File: src/rtl/dmem_arbiter_if.sv
// Data-memory sharing bus: core (c_*) and loader/DMA (d_*) requesters plus the single memory port (m_*).
// slave is the arbiter's view; master is the requesters' and memory's view.
interface dmem_arbiter_if #(
  parameter int DATA_W = 32,
  parameter int ADDR_W = 9
);
  logic              c_req;
  logic              c_we;
  logic [ADDR_W-1:0] c_addr;
  logic [DATA_W-1:0] c_wdata;
  logic              c_ack;
  logic [DATA_W-1:0] c_rdata;
  logic              c_stall;

  logic              d_req;
  logic              d_we;
  logic [ADDR_W-1:0] d_addr;
  logic [DATA_W-1:0] d_wdata;
  logic              d_ack;
  logic [DATA_W-1:0] d_rdata;

  logic              m_wr;
  logic              m_rd;
  logic [ADDR_W-1:0] m_addr;
  logic [DATA_W-1:0] m_wr_data;
  logic [DATA_W-1:0] m_rd_data;

  modport slave (
    input  c_req, c_we, c_addr, c_wdata,
    input  d_req, d_we, d_addr, d_wdata,
    input  m_rd_data,
    output c_ack, c_rdata, c_stall,
    output d_ack, d_rdata,
    output m_wr, m_rd, m_addr, m_wr_data
  );

  modport master (
    output c_req, c_we, c_addr, c_wdata,
    output d_req, d_we, d_addr, d_wdata,
    output m_rd_data,
    input  c_ack, c_rdata, c_stall,
    input  d_ack, d_rdata,
    input  m_wr, m_rd, m_addr, m_wr_data
  );
endinterface

File: src/rtl/dmem_arbiter.sv
// Two-requester data-memory arbiter (C fixed priority, D anti-starvation); ack at t+MEM_LAT+2, one access in flight.
// Backpressure: requesters hold req until ack, core stalled meanwhile; ARB_PERF_EN adds perf_stall_cnt.
module dmem_arbiter #(
  parameter int DATA_W     = 32,
  parameter int ADDR_W     = 9,
  parameter int MEM_LAT    = 1,
  parameter int STARVE_LIM = 4
) (
  input logic           clk,
  input logic           reset,
  dmem_arbiter_if.slave bus
`ifdef ARB_PERF_EN
  ,
  output logic [15:0]   perf_stall_cnt
`endif
);

  localparam int LAT_W = (MEM_LAT > 1) ? $clog2(MEM_LAT) : 1;
  localparam int SC_W  = $clog2(STARVE_LIM + 1);

  typedef enum logic [1:0] {
    ST_IDLE  = 2'd0,
    ST_ISSUE = 2'd1,
    ST_WAIT  = 2'd2,
    ST_RESP  = 2'd3
  } state_t;

  state_t            state_q;
  state_t            state_d;
  logic [LAT_W-1:0]  lat_cnt;
  logic [SC_W-1:0]   starve_cnt;
  logic              owner_d_q;
  logic              we_q;
  logic [ADDR_W-1:0] addr_q;
  logic [DATA_W-1:0] wdata_q;
  logic [DATA_W-1:0] c_rdata_q;
  logic [DATA_W-1:0] d_rdata_q;

  logic starve;
  logic grant_c;
  logic grant_d;
  logic lat_last;
  logic m_rd_c;
  logic m_wr_c;
  logic c_ack_c;
  logic d_ack_c;

  // D only overtakes C once C has been granted STARVE_LIM times back to back while D waited.
  assign starve   = (starve_cnt == SC_W'(STARVE_LIM));
  assign grant_d  = bus.d_req & (~bus.c_req | starve);
  assign grant_c  = bus.c_req & ~grant_d;
  assign lat_last = (lat_cnt == LAT_W'(MEM_LAT - 1));

  always_ff @(posedge clk or negedge reset) begin
    if (!reset) begin
      state_q <= ST_IDLE;
    end else begin
      state_q <= state_d;
    end
  end

  always_comb begin
    state_d = state_q;
    m_rd_c  = 1'b0;
    m_wr_c  = 1'b0;
    c_ack_c = 1'b0;
    d_ack_c = 1'b0;
    case (state_q)
      ST_IDLE: begin
        if (bus.c_req | bus.d_req) state_d = ST_ISSUE;
      end
      ST_ISSUE: begin
        m_rd_c  = ~we_q;
        m_wr_c  = we_q;
        state_d = ST_WAIT;
      end
      ST_WAIT: begin
        if (lat_last) state_d = ST_RESP;
      end
      ST_RESP: begin
        c_ack_c = ~owner_d_q;
        d_ack_c = owner_d_q;
        state_d = ST_IDLE;
      end
      default: state_d = ST_IDLE;
    endcase
  end

  // Transaction latch, latency counter and read-data capture.
  always_ff @(posedge clk or negedge reset) begin
    if (!reset) begin
      owner_d_q <= 1'b0;
      we_q      <= 1'b0;
      addr_q    <= '0;
      wdata_q   <= '0;
      lat_cnt   <= '0;
      c_rdata_q <= '0;
      d_rdata_q <= '0;
    end else begin
      if (state_q == ST_IDLE && (grant_c || grant_d)) begin
        owner_d_q <= grant_d;
        we_q      <= grant_d ? bus.d_we    : bus.c_we;
        addr_q    <= grant_d ? bus.d_addr  : bus.c_addr;
        wdata_q   <= grant_d ? bus.d_wdata : bus.c_wdata;
      end
      if (state_q == ST_ISSUE) begin
        lat_cnt <= '0;
      end else if (state_q == ST_WAIT) begin
        lat_cnt <= lat_cnt + 1'b1;
      end
      // Landing data straight in the owner's register makes it valid in the RESP cycle.
      if (state_q == ST_WAIT && lat_last && !we_q) begin
        if (owner_d_q) begin
          d_rdata_q <= bus.m_rd_data;
        end else begin
          c_rdata_q <= bus.m_rd_data;
        end
      end
    end
  end

  always_ff @(posedge clk or negedge reset) begin
    if (!reset) begin
      starve_cnt <= '0;
    end else if (!bus.d_req) begin
      starve_cnt <= '0;
    end else if (state_q == ST_IDLE) begin
      if (grant_d) begin
        starve_cnt <= '0;
      end else if (grant_c && !starve) begin
        starve_cnt <= starve_cnt + 1'b1;
      end
    end
  end

  assign bus.m_rd      = m_rd_c;
  assign bus.m_wr      = m_wr_c;
  assign bus.m_addr    = addr_q;
  assign bus.m_wr_data = wdata_q;
  assign bus.c_ack     = c_ack_c;
  assign bus.d_ack     = d_ack_c;
  assign bus.c_rdata   = c_rdata_q;
  assign bus.d_rdata   = d_rdata_q;
  // Gated by reset so every output reads 0 while reset is held, even with c_req high.
  assign bus.c_stall   = reset & bus.c_req & ~c_ack_c;

`ifdef ARB_PERF_EN
  logic [15:0] perf_cnt_q;

  always_ff @(posedge clk or negedge reset) begin
    if (!reset) begin
      perf_cnt_q <= '0;
    end else if (bus.c_stall && perf_cnt_q != 16'hFFFF) begin
      perf_cnt_q <= perf_cnt_q + 16'd1;
    end
  end

  assign perf_stall_cnt = perf_cnt_q;
`endif

endmodule

File: src/flat_wrapper.sv
// flat-port wrapper written by rule: the top's interface ports become plain ports
module dmem_arbiter_flat 
#(
  parameter int DATA_W     = 32,
  parameter int ADDR_W     = 9,
  parameter int MEM_LAT    = 1,
  parameter int STARVE_LIM = 4
)
  (clk, reset, bus_c_req, bus_c_we, bus_c_addr, bus_c_wdata, bus_d_req, bus_d_we, bus_d_addr, bus_d_wdata, bus_m_rd_data, bus_c_ack, bus_c_rdata, bus_c_stall, bus_d_ack, bus_d_rdata, bus_m_wr, bus_m_rd, bus_m_addr, bus_m_wr_data);
  dmem_arbiter_if #(.DATA_W(DATA_W), .ADDR_W(ADDR_W)) bus_i ();
  input logic clk;
  input logic reset;
  input wire logic [$bits(bus_i.c_req)-1:0] bus_c_req;
  input wire logic [$bits(bus_i.c_we)-1:0] bus_c_we;
  input wire logic [$bits(bus_i.c_addr)-1:0] bus_c_addr;
  input wire logic [$bits(bus_i.c_wdata)-1:0] bus_c_wdata;
  input wire logic [$bits(bus_i.d_req)-1:0] bus_d_req;
  input wire logic [$bits(bus_i.d_we)-1:0] bus_d_we;
  input wire logic [$bits(bus_i.d_addr)-1:0] bus_d_addr;
  input wire logic [$bits(bus_i.d_wdata)-1:0] bus_d_wdata;
  input wire logic [$bits(bus_i.m_rd_data)-1:0] bus_m_rd_data;
  output wire logic [$bits(bus_i.c_ack)-1:0] bus_c_ack;
  output wire logic [$bits(bus_i.c_rdata)-1:0] bus_c_rdata;
  output wire logic [$bits(bus_i.c_stall)-1:0] bus_c_stall;
  output wire logic [$bits(bus_i.d_ack)-1:0] bus_d_ack;
  output wire logic [$bits(bus_i.d_rdata)-1:0] bus_d_rdata;
  output wire logic [$bits(bus_i.m_wr)-1:0] bus_m_wr;
  output wire logic [$bits(bus_i.m_rd)-1:0] bus_m_rd;
  output wire logic [$bits(bus_i.m_addr)-1:0] bus_m_addr;
  output wire logic [$bits(bus_i.m_wr_data)-1:0] bus_m_wr_data;
  assign bus_i.c_req = bus_c_req;
  assign bus_i.c_we = bus_c_we;
  assign bus_i.c_addr = bus_c_addr;
  assign bus_i.c_wdata = bus_c_wdata;
  assign bus_i.d_req = bus_d_req;
  assign bus_i.d_we = bus_d_we;
  assign bus_i.d_addr = bus_d_addr;
  assign bus_i.d_wdata = bus_d_wdata;
  assign bus_i.m_rd_data = bus_m_rd_data;
  assign bus_c_ack = bus_i.c_ack;
  assign bus_c_rdata = bus_i.c_rdata;
  assign bus_c_stall = bus_i.c_stall;
  assign bus_d_ack = bus_i.d_ack;
  assign bus_d_rdata = bus_i.d_rdata;
  assign bus_m_wr = bus_i.m_wr;
  assign bus_m_rd = bus_i.m_rd;
  assign bus_m_addr = bus_i.m_addr;
  assign bus_m_wr_data = bus_i.m_wr_data;
  dmem_arbiter #(.DATA_W(DATA_W), .ADDR_W(ADDR_W), .MEM_LAT(MEM_LAT), .STARVE_LIM(STARVE_LIM)) u_core (.clk(clk), .reset(reset), .bus(bus_i));
endmodule
File: config.mk
export PLATFORM = sky130hd
export DESIGN_NAME = dmem_arbiter_flat
export DESIGN_NICKNAME = d
export VERILOG_FILES = /design/src/rtl/dmem_arbiter_if.sv /design/src/rtl/dmem_arbiter.sv /design/src/flat_wrapper.sv
export SDC_FILE = /design/constraint.sdc
export NUM_CORES = 1
export LEC_CHECK = 0
export BUFFER_PORTS_ARGS = -buffer_cell sky130_fd_sc_hd__buf_2
export CAP_MARGIN = 20
export CORE_ASPECT_RATIO = 0.6
export CORE_MARGIN = 3
export CORE_UTILIZATION = 49
export CTS_BUF_LIST = sky130_fd_sc_hd__clkbuf_4 sky130_fd_sc_hd__clkbuf_8
export DETAILED_ROUTE_END_ITERATION = 10
export PLACE_DENSITY = 0.93
export REMOVE_ABC_BUFFERS = 1
export SLEW_MARGIN = 20
export SYNTH_ARGS = -nofsm -noshare
export SYNTH_HDL_FRONTEND = slang
export SYNTH_SLANG_ARGS = --single-unit
File: constraint.sdc
create_clock -name clk -period 2.22 [get_ports clk]
set_input_delay 0.333 -clock clk [delete_from_list [all_inputs] [get_ports clk]]
set_output_delay 0.333 -clock clk [all_outputs]
set_load 0.02 [all_outputs]
; Yosys cells after proc, flatten, opt, wreduce, memory -nomap -nowiden
; Cells that the tools add are included.
[totals]
register_bits = 113
rom_bits = 0
mem_bits_rw = 0
memories = 0
out_inout_bits = 110
elab_cells = 60
latch_bits = 0
[classes]
reduce_logical = 13
shift = 0
eq_ne = 8
n_mul = 0
n_div = 0
bitwise_logic = 12
magnitude_cmp = 0
addsub = 2
muxes = 16
[ops]
columns = op, count
row1 = 32-bit 2-to-1 mux, 1
row2 = 3-bit 2-to-1 mux, 4
row3 = 9-bit 2-to-1 mux, 1
row4 = 2-bit case mux with 4 select lines, 1
row5 = 2-bit AND reduction, 4
row6 = 1-bit 2-to-1 mux, 7
row7 = 1-bit inverter, 6
row8 = 1-bit AND, 4
row9 = "2-bit equality test, second input constant", 2
row10 = 1-bit logical AND, 4
row11 = 2-bit 2-to-1 mux, 2
row12 = "2-bit by 1-bit != test with 1-bit output, second input constant", 2
row13 = "3-bit by 1-bit adder with 3-bit output, second input constant", 1
row14 = "3-bit equality test, second input constant", 1
row15 = "3-bit by 1-bit != test with 1-bit output, second input constant", 1
row16 = "2-bit by 1-bit equality test with 1-bit output, second input constant", 1
row17 = 1-bit logical NOT, 2
row18 = 2-bit logical NOT, 1
row19 = "2-bit != test, second input constant", 1
row20 = 1-bit OR, 2
row21 = 2-bit nonzero test, 1
row22 = "1-bit adder, second input constant", 1
row23 = 1-bit logical OR, 1

; Longest topological paths before layout
[logic_depth]
ltp_word = 10
ltp_mapped = 8

; Worst setup path after synthesis
; Ideal clock, no wire load.
[synth_timing]
path_kind = register -> register
from = register u_core.state_q[0]
to = register u_core.d_rdata_q[10], in the netlist u_core.bus.d_rdata[10]
setup_slack_ns = 0.559
t_required_ns = 2.092
setup_time_ns = 0.128
path_buffers = 2
stages_incl_launch_ff = 7
period_less_slack_ns = 1.661
arrival_ns = 1.534
cell_sequence = dfrtp_1 > inv_1 > ha_1 > and4bb_1 > clkbuf_1 > buf_4 > mux2_1
[synth_via]
elab_chain_cells = 4
[synth_rtl]
columns = item, line_no
row1 = from (decl), dmem_arbiter.sv:28  ; state_t state_q;
row2 = from (signal assigned), dmem_arbiter.sv:58  ; state_q <= state_d;
row3 = 2-bit equality test, dmem_arbiter.sv:112  ; if (state_q == ST_WAIT && lat_last && !we_q) begin
row4 = 1-bit logical AND (2 in series), dmem_arbiter.sv:112
row5 = 2-bit AND reduction (no source line), n/a
row6 = to (signal assigned), dmem_arbiter.sv:114  ; d_rdata_q <= bus.m_rd_data;
row7 = to (decl), dmem_arbiter.sv:37  ; logic [DATA_W-1:0] d_rdata_q;
; No other way between the ends.
; A chain may end at the register's enable or synchronous reset.

; Worst setup path in the final report
[layout_timing]
from = register u_core.state_q[0]
to = register u_core.addr_q[0], in the netlist u_core.bus.m_addr[0]
[layout_via]
elab_chain_cells = 2
[layout_rtl]
columns = item, line_no
row1 = 2-bit logical NOT, dmem_arbiter.sv:100  ; if (state_q == ST_IDLE && (grant_c || grant_d)) begin
row2 = 1-bit logical AND, dmem_arbiter.sv:100
row3 = to (signal assigned), dmem_arbiter.sv:103  ; addr_q <= grant_d ? bus.d_addr : bus.c_addr;
row4 = to (decl), dmem_arbiter.sv:34  ; logic [ADDR_W-1:0] addr_q;
; No other way between the ends.

==> results.toml <==
[run_status]
status = "complete, no violations"

[detailed_routing]
drt-wirelength-per-cell_um = 17.3
drt_wl_total_um = 13700
firstDrtPassIters = 4
post_drt_via_cell_ratio = 5.46
vias = 4321
drc = 0
drt.antenna.violating_nets = 0
first_iter_violations = 249

[sta]
maxSlewViolCount = 0
holdWs_ns = 0.0260
tightest_slew_ns = 0.594
rsz0062_at_grt = "false"
hold_viol = 0
setup-tns-final_ns = 0
period_minus_slack_ns = 1.86
relSlewSlack = 0.604
finClkSkew_ns = 0.0104
setup_viol = 0
finalCritPeriodShare = 0.838
max_freq_ghz = 0.537
final.setup.worst_slack_ns = 0.359

[die]
core_area_mm2 = 0.0101
die_h_um = 85.5
start_util = 0.513
dieArea_mm2 = 0.0118
die_w_um = 138
io_pins = 230
rows = 28

[grt]
grt_overflow_total = 0
antenna_found_initial = 0
grt_max_degree = 114
grt_pass1_wl_um = 22300
grt_pass1_vias = 4525
grt_usage = 0.232

[placement]
place_inst = 759
placed_area_mm2 = 0.00640
place_ws_ns = 0.442
place.gp.congestion = 0.817
io_buffer_count = 229
dp_hpwl_um = 9760

[cts]
insertion_delay_ns = 0.41
cts_max_path_buffers = 2
cts_made_buffers = 17
cts.sinks = 113
root_buffer = "clkbuf_8"
clk_pin_slew_ns = 0.07
cts-htree-levels = 4
cts_resized = 0
cts_tree = "yes"
holdBufCountCts = 0
postCtsSetupBuffers = 0

[yosys]
synth_edf_count = 0
yosys_warnings = 0
seq_area_frac_synth = 0.548
syn-instance-count = 422
async_reset_ff_frac = 1.00
synth_ff_type = "dfrtp_1"
synth_seq_cells = 113
synth_area_leaders = "dfrtp_1 (55%), mux2_1 (14%), o211ai_2 (9.7%)"
ys_types = 31
avgSynthCellArea_um2 = 12.2
yosysTopAreaCell = "dfrtp_1"
synth.top_cell.area_share = 0.548
netlist_area_mm2 = 0.00516

[critical_path]
crit_chain = "inv_1 > ha_2 > o21a_1 > buf_4 > nand2_1 > o211ai_2"
cp.depth = 6
crit_path_end_kind = "flip-flop"
crit_fanout = 42
arrival_ns = 2.19
cp.required_ns = 2.55
crit_buf_inv = 2
cpMaxStageDelayCell = "dfrtp_1"
rr_worst_depth = 6
path_class = "flip-flop to flip-flop"
cpLargestDelayFamily = "buffers and inverters"
max_stage_delay_ns = 0.41
worstSetupStartpointType = "flip-flop"

[layout]
final_cell_count_no_fill = 791
drive_above_1_share = 0.482
antenna_cells = 0
most-common-layout-cells = "buf_2 (228), dfrtp_1 (113), nand2_1 (86)"
final_common_cell = "buf_2"
utilization = 0.676
area_growth_syn_to_layout_pct = 31.8
finalInstanceArea_mm2 = 0.00680
fin_nets = 769

[pwr]
p_sw_mw = 4.38
seq_power_share = 0.356
p_per_area_mw_per_mm2 = 1500
ir_drop_v = 0.000826
internal-power_mw = 5.81
combPwrFrac = 0.457
power.share.clock = 0.187
switching_share = 0.430
total_power_mw = 10.2
p_leak_nw = 3.43

[run]
cap_violations = 0

[worst_hold_path]
worstHoldPathType = "primary input to asynchronous set/reset pin"
-- metal layers --
layer / global-route usage / part of all wire / routed length, um
met5: 0 / 0 / 0
met4: 0.103 / 0.027 / 373
met3: 0.0625 / 0.072 / 990
met2: 0.372 / 0.49 / 6700
met1: 0.300 / 0.41 / 5630
-- area by class of cell --
type | instances | area (um^2)
fillers | 753 | 3260
multi-input cells | 268 | 2120
repair buffers | 239 | 1270
well taps | 135 | 169
clock buffers | 17 | 234
inverters | 4 | 15.0
clock inverters | 15 | 160
flip-flops and latches | 113 | 2830
-- kinds of logic after synthesis --
family          after synthesis  synth area share
compound gates               52             0.114
fa+ha+maj                     6            0.0146
buf+inv                      41            0.0420
simple gates                144             0.137
mux                          66             0.144
flops                       113             0.548
-- power groups by stage --
stage	clock network, mW	registers (mW)	logic, mW
global placement	0	3.56	4.50
CTS	1.96	3.63	4.70
global route	2.06	3.75	4.99
finish	1.91	3.63	4.65
floorplan	0	4.75	1.75
detailed placement	0	3.64	4.69
-- sequential cells by signal (all words and copies together), names as in the netlist --
name,count
u_core.bus.c_rdata,32
u_core.bus.d_rdata,32
u_core.bus.m_addr,9
u_core.bus.m_wr_data,32
u_core.lat_cnt,1
u_core.owner_d_q,1
u_core.starve_cnt,3
u_core.state_q,2
u_core.we_q,1
-- cells in the mapped netlist (3+ instances only) --
library cell and count:
dfrtp_1 113, nand2_1 86, mux2_1 65, nand4_1 42, o211ai_2 40, clkbuf_1 21
buf_4 6, ha_1 6, buf_6 5, inv_1 4, nor2_1 4, and2_1 3
buf_1 3, nor2b_1 3, o21a_1 3
-- worst paths after layout --
check                                       startpoint                  endpoint  slack, ns
worst min-delay path                             reset    u_core.bus.d_rdata[15]       0.03
worst min register to register  u_core.bus.c_rdata[12]    u_core.bus.c_rdata[12]       0.48
max in group asynchronous                        reset  u_core.bus.m_wr_data[19]       1.76
min in group clk                     bus_m_rd_data[31]    u_core.bus.c_rdata[31]       0.14
worst max register to register       u_core.state_q[0]      u_core.bus.m_addr[0]       0.36
worst max-delay path                 u_core.state_q[0]      u_core.bus.m_addr[0]       0.36
Note: power is estimated with default switching activity, not from simulation.
